`src/rtl/tcam_pkg.sv`:
```
// Shared definitions for the TCAM snoop filter: opcodes, result flag bit
// positions and the per-entry coherence state record.
package tcam_pkg;

    localparam logic [6:0] OP_READ_UNIQUE = 7'h01;
    localparam logic [6:0] OP_READ_SHARED = 7'h07;
    localparam logic [6:0] OP_EVICT       = 7'h1B;

    localparam int unsigned NID_W = 7;

    localparam int unsigned FLAG_HIT    = 0;
    localparam int unsigned FLAG_SNOOP  = 1;
    localparam int unsigned FLAG_ALLOC  = 2;
    localparam int unsigned FLAG_VICTIM = 3;

    // Tag storage is kept outside the record so the package stays width-agnostic.
    typedef struct packed {
        logic             valid;
        logic [NID_W-1:0] sharers;
        logic             is_unique;
    } entry_t;

    typedef enum logic [1:0] {
        REQ_NONE,
        REQ_SHARED,
        REQ_UNIQUE,
        REQ_EVICT
    } req_e;

    function automatic req_e decode_req(input logic [6:0] opcode, input logic [NID_W-1:0] nid);
        req_e req;
        req = REQ_NONE;
        if (nid != '0) begin
            case (opcode)
                OP_READ_SHARED: req = REQ_SHARED;
                OP_READ_UNIQUE: req = REQ_UNIQUE;
                OP_EVICT:       req = REQ_EVICT;
                default:        req = REQ_NONE;
            endcase
        end
        return req;
    endfunction

endpackage

```
`src/rtl/tcam_match_array.sv`:
```
// Parallel masked tag compare across all entries, with lowest-index
// priority encoders for the first match and the first free slot.
module tcam_match_array
    import tcam_pkg::*;
#(
    parameter int unsigned WIDTH     = 33,
    parameter int unsigned DEPTH     = 16,
    parameter int unsigned MASK_BITS = 0,
    parameter int unsigned IDX_W     = $clog2(DEPTH)
) (
    input  logic [WIDTH-1:0] tag,
    input  logic [DEPTH-1:0] valid,
    input  logic [WIDTH-1:0] entry_tags [DEPTH],
    output logic [DEPTH-1:0] match,
    output logic             hit,
    output logic [IDX_W-1:0] hit_idx,
    output logic             free,
    output logic [IDX_W-1:0] free_idx
);

    localparam logic [WIDTH-1:0] CARE = {WIDTH{1'b1}} << MASK_BITS;

    always_comb begin
        for (int unsigned i = 0; i < DEPTH; i++) begin
            match[i] = valid[i] && (((entry_tags[i] ^ tag) & CARE) == '0);
        end
    end

    always_comb begin
        hit      = 1'b0;
        hit_idx  = '0;
        free     = 1'b0;
        free_idx = '0;
        for (int unsigned i = 0; i < DEPTH; i++) begin
            if (match[i] && !hit) begin
                hit     = 1'b1;
                hit_idx = IDX_W'(i);
            end
            if (!valid[i] && !free) begin
                free     = 1'b1;
                free_idx = IDX_W'(i);
            end
        end
    end

endmodule

```
`src/rtl/tcam_snoop_filter.sv`:
```
// Fully-associative snoop filter: one request per cycle, sharer/ownership
// update at the clock edge, registered 4-bit result flag.
module tcam_snoop_filter
    import tcam_pkg::*;
#(
    parameter int unsigned WIDTH     = 33,
    parameter int unsigned DEPTH     = 16,
    parameter int unsigned MASK_BITS = 0
) (
    input  logic             clk,
    input  logic             reset,
    input  logic [WIDTH-1:0] tag,
    input  logic [6:0]       opcode,
    input  logic [6:0]       NID,
    output logic [3:0]       flag
);

    localparam int unsigned IDX_W = $clog2(DEPTH);

    entry_t           entries    [DEPTH];
    logic [WIDTH-1:0] entry_tags [DEPTH];
    logic [IDX_W-1:0] ptr;

    logic [DEPTH-1:0] valid_vec;
    logic [DEPTH-1:0] match;
    logic             hit;
    logic [IDX_W-1:0] hit_idx;
    logic             free;
    logic [IDX_W-1:0] free_idx;

    req_e             req;
    entry_t           cur;
    entry_t           wr_entry;
    logic             wr_en;
    logic             wr_tag_en;
    logic [IDX_W-1:0] wr_idx;
    logic             alloc;
    logic             ptr_adv;
    logic [3:0]       flag_n;
    logic [6:0]       remaining;

    always_comb begin
        for (int unsigned i = 0; i < DEPTH; i++) begin
            valid_vec[i] = entries[i].valid;
        end
    end

    tcam_match_array #(
        .WIDTH     (WIDTH),
        .DEPTH     (DEPTH),
        .MASK_BITS (MASK_BITS),
        .IDX_W     (IDX_W)
    ) u_match (
        .tag        (tag),
        .valid      (valid_vec),
        .entry_tags (entry_tags),
        .match      (match),
        .hit        (hit),
        .hit_idx    (hit_idx),
        .free       (free),
        .free_idx   (free_idx)
    );

    always_comb begin
        req       = decode_req(opcode, NID);
        cur       = entries[hit_idx];
        wr_entry  = cur;
        wr_en     = 1'b0;
        wr_tag_en = 1'b0;
        wr_idx    = hit_idx;
        alloc     = 1'b0;
        ptr_adv   = 1'b0;
        flag_n    = '0;
        remaining = cur.sharers & ~NID;

        case (req)
            REQ_SHARED: begin
                if (hit) begin
                    flag_n[FLAG_HIT]   = 1'b1;
                    flag_n[FLAG_SNOOP] = cur.is_unique && (cur.sharers != NID);
                    wr_entry.sharers   = cur.sharers | NID;
                    wr_entry.is_unique = 1'b0;
                    wr_en              = 1'b1;
                end else begin
                    alloc    = 1'b1;
                    wr_entry = '{valid: 1'b1, sharers: NID, is_unique: 1'b0};
                end
            end
            REQ_UNIQUE: begin
                if (hit) begin
                    flag_n[FLAG_HIT]   = 1'b1;
                    flag_n[FLAG_SNOOP] = (remaining != '0);
                    wr_entry.sharers   = NID;
                    wr_entry.is_unique = 1'b1;
                    wr_en              = 1'b1;
                end else begin
                    alloc    = 1'b1;
                    wr_entry = '{valid: 1'b1, sharers: NID, is_unique: 1'b1};
                end
            end
            REQ_EVICT: begin
                if (hit) begin
                    flag_n[FLAG_HIT] = 1'b1;
                    wr_entry.sharers = remaining;
                    if (remaining == '0) begin
                        wr_entry.valid     = 1'b0;
                        wr_entry.is_unique = 1'b0;
                    end
                    wr_en = 1'b1;
                end
            end
            default: ;
        endcase

        // A miss fills the first free slot; with none free, the round-robin victim.
        if (alloc) begin
            wr_en              = 1'b1;
            wr_tag_en          = 1'b1;
            flag_n[FLAG_ALLOC] = 1'b1;
            if (free) begin
                wr_idx = free_idx;
            end else begin
                wr_idx              = ptr;
                flag_n[FLAG_VICTIM] = 1'b1;
                ptr_adv             = 1'b1;
            end
        end
    end

    always_ff @(posedge clk) begin
        if (reset) begin
            for (int unsigned i = 0; i < DEPTH; i++) begin
                entries[i] <= '0;
            end
            ptr  <= '0;
            flag <= '0;
        end else begin
            if (wr_en) begin
                entries[wr_idx] <= wr_entry;
            end
            if (ptr_adv) begin
                ptr <= ptr + IDX_W'(1);
            end
            flag <= flag_n;
        end
    end

    // Tags are only meaningful behind a valid bit, so they need no reset.
    always_ff @(posedge clk) begin
        if (!reset && wr_tag_en) begin
            entry_tags[wr_idx] <= tag;
        end
    end

endmodule

```
`config.mk`:
```
export PLATFORM = sky130hd
export DESIGN_NAME = tcam_snoop_filter
export DESIGN_NICKNAME = d
export VERILOG_FILES = /design/src/rtl/tcam_pkg.sv /design/src/rtl/tcam_match_array.sv /design/src/rtl/tcam_snoop_filter.sv
export SDC_FILE = /design/constraint.sdc
export NUM_CORES = 1
export LEC_CHECK = 0
export ABC_CLOCK_PERIOD_IN_PS = 12300
export BUFFER_PORTS_ARGS = -buffer_cell sky130_fd_sc_hd__buf_2
export CORE_MARGIN = 2
export CORE_UTILIZATION = 55
export CTS_CLUSTER_DIAMETER = 30
export DETAILED_ROUTE_END_ITERATION = 10
export GPL_TIMING_DRIVEN = 0
export PLACE_DENSITY = 0.71
export SLEW_MARGIN = 40
export SYNTH_ARGS = -nofsm -noshare
export SYNTH_HDL_FRONTEND = slang
export SYNTH_HIERARCHICAL = 1
export SYNTH_SLANG_ARGS = --single-unit
```
`constraint.sdc`:
```
create_clock -name clk -period 12.3 [get_ports clk]
set_input_delay 2.46 -clock clk [delete_from_list [all_inputs] [get_ports clk]]
set_output_delay 2.46 -clock clk [all_outputs]
set_load 0.05 [all_outputs]
```
==> reports/qor.csv <==
stage,metric,value,unit
final_layout,finalNetCount,2355,
clock_tree,cts.hold.buffers_added,0,
clock_tree,cts_made_buffers,134,
grt,antenna_found_initial,7,
clock_tree,h-tree-depth,4,
setup_path,rr_startpoint,entry_tags[36],
timing,relSlewSlack,43.9,%
grt,grt_start_max_net_pins,23,
die,fp.dieW,240,um
final_layout,drive_above_1_share,17.7,%
die,fp-row-count,86,
route,antenna_left,0,
placed_design,dp_hpwl,56800,um
synthesis,yosysWarnings,6,
clock_tree,clk_pin_slew_worst_paths,0.05,ns
timing,skew,0.0302,ns
final_layout,final_common_cell,edfxtp_1,
synthesis,syn_inst,2080,
die,pin_count,53,
final_layout,synthToLayoutAreaGrowth,20.3,%
route,post-route-drc-count,0,
timing,grt_setup_unrepaired,false,
run_status,status,"complete, no violations",
grt,grt_pass1_wl,129000,um
timing,drv_slew,0,
worst_hold_path,hold_class,reg2reg,
die,initial_utilization,55.6,%
timing,finalSetupTns,0,ns
route,vias_per_cell,6.11,
route,dr_total_vias,19200,
power_and_ir_drop,vdd_drop_max,0.000173,V
power_and_ir_drop,power.total,6.40,mW
clock_tree,cts.sinks,680,
synthesis,synthesis.nets,2148,
setup_path,cp.required,12.73,ns
route,wl,92200,um
power_and_ir_drop,power_density,174,mW/mm^2
route,drtIter0Drc,2593,
power_and_ir_drop,p_leak,12.7,nW
timing,final-hold-violation-count,0,
setup_path,critPathArrivalTime,9.53,ns
timing,fin_crit_sh,74.0,%
grt,grt_pass1_vias,19200,
final_layout,fillCellCount,3788,
timing,setup_violations,0,
route,wl_per_cell,29.3,um
setup_path,path_class,in2reg,
clock_tree,ctsResizeCount,0,
timing,worst_slew_pin_slew,0.842,ns
final_layout,final_cell_mix,"edfxtp_1, xor2_1, nor2_1",
clock_tree,cts_buffer_depth,3,
synthesis,netlist_area,0.0305,sq mm
grt,grt_overflow_total,0,
flow_run,drv_cap,0,
clock_tree,clock_latency,0.72,ns
timing,fmaxAchievable,0.110,GHz
final_layout,diodes,0,
die,die_h,240,um
timing,fin_crit,9.10,ns
placed_design,gp_congestion,0.911,
synthesis,syn_area_per_cell,14.7,sq um
worst_hold_path,hp-start,ptr[3],
setup_path,path_max_fanout,17,
setup_path,endpoint_kind,register,
die,dieArea,0.0574,sq mm
placed_design,port_buffers,52,
clock_tree,cts_tree,built,
grt,grt_use_total,32.7,%
clock_tree,clock-root-buffer,clkbuf_16,
clock_tree,post_cts_buffers,0,
setup_path,startpoint_type,input pin,
die,core,0.0550,sq mm
setup_path,crit_start,tag[3],
route,firstDrtPassIters,6,
metrics by stage:
step	worst slack (ns)	hold WS [ns]	util [%]	instances	cell area, sq um
after floorplan	5.15	0.478	-	2080	30500
final	3.20	0.541	66.9	3145	36800
after global placement	1.99	0.509	57.7	2880	31700
after detailed placement	2.80	0.525	58.8	2899	32300
after CTS	3.50	0.540	66.8	3145	36800
after global routing	3.01	0.580	66.9	3145	36800
where the power goes:
part	total, mW	switching [mW]	internal [mW]
Clock	3.54	1.19	2.35
Combinational	0.290	0.207	0.0824
Sequential	2.58	0.00874	2.57
critical path: stages:
cell      delay [ns]
buf_2           0.60
buf_2           0.47
xor2_1          0.13
nor4_1          0.63
nand4_1         0.42
nor3_2          0.36
o211ai_2        0.12
a21oi_2         0.14
o31ai_1         0.08
a21boi_1        0.45
clkbuf_1        0.58
clkinv_1        0.48
clkbuf_1        0.36
nand3_1         0.15
o21a_1          0.19
inv_1           0.06
ha_1            0.19
nor4_1          0.37
a31oi_1         0.22
o31ai_2         0.61
buf_2           0.34
nor2_1          0.07
cell type report:
cell class / instances / area, sq um / area share, %
repair buffers: 71 / 708 / 1.93
plain buffers: 101 / 811 / 2.21
well taps: 748 / 936 / 2.55
clock buffers: 155 / 3540 / 9.63
flip-flops and latches: 680 / 20300 / 55.3
multi-input cells: 1264 / 9410 / 25.6
inverters: 35 / 134 / 0.364
clock inverters: 91 / 886 / 2.41
final timing paths:
path | to | slack (ns) | cells after the start
worst max register to register | entries[7][8] | 5.64 | 20
worst min-delay path | ptr[3] | 0.54 | 2
worst max-delay path | entries[7][8] | 3.20 | 22
worst min register to register | ptr[3] | 0.54 | 2
sequential cells by signal, summed over array words and instances (netlist names):
register,flops
ptr,4
flag,4
entry_tags,528
entries,144
metal layers:
layer  vias up  GRT usage (%)  wire length, um
met5         -              0               31
met4         4           14.8             3810
met2      1185           51.3            43000
met3       237           8.93            10100
met1      9692           42.7            35300
li1       8101              -                -
Note: power is estimated with default switching activity, not from simulation.
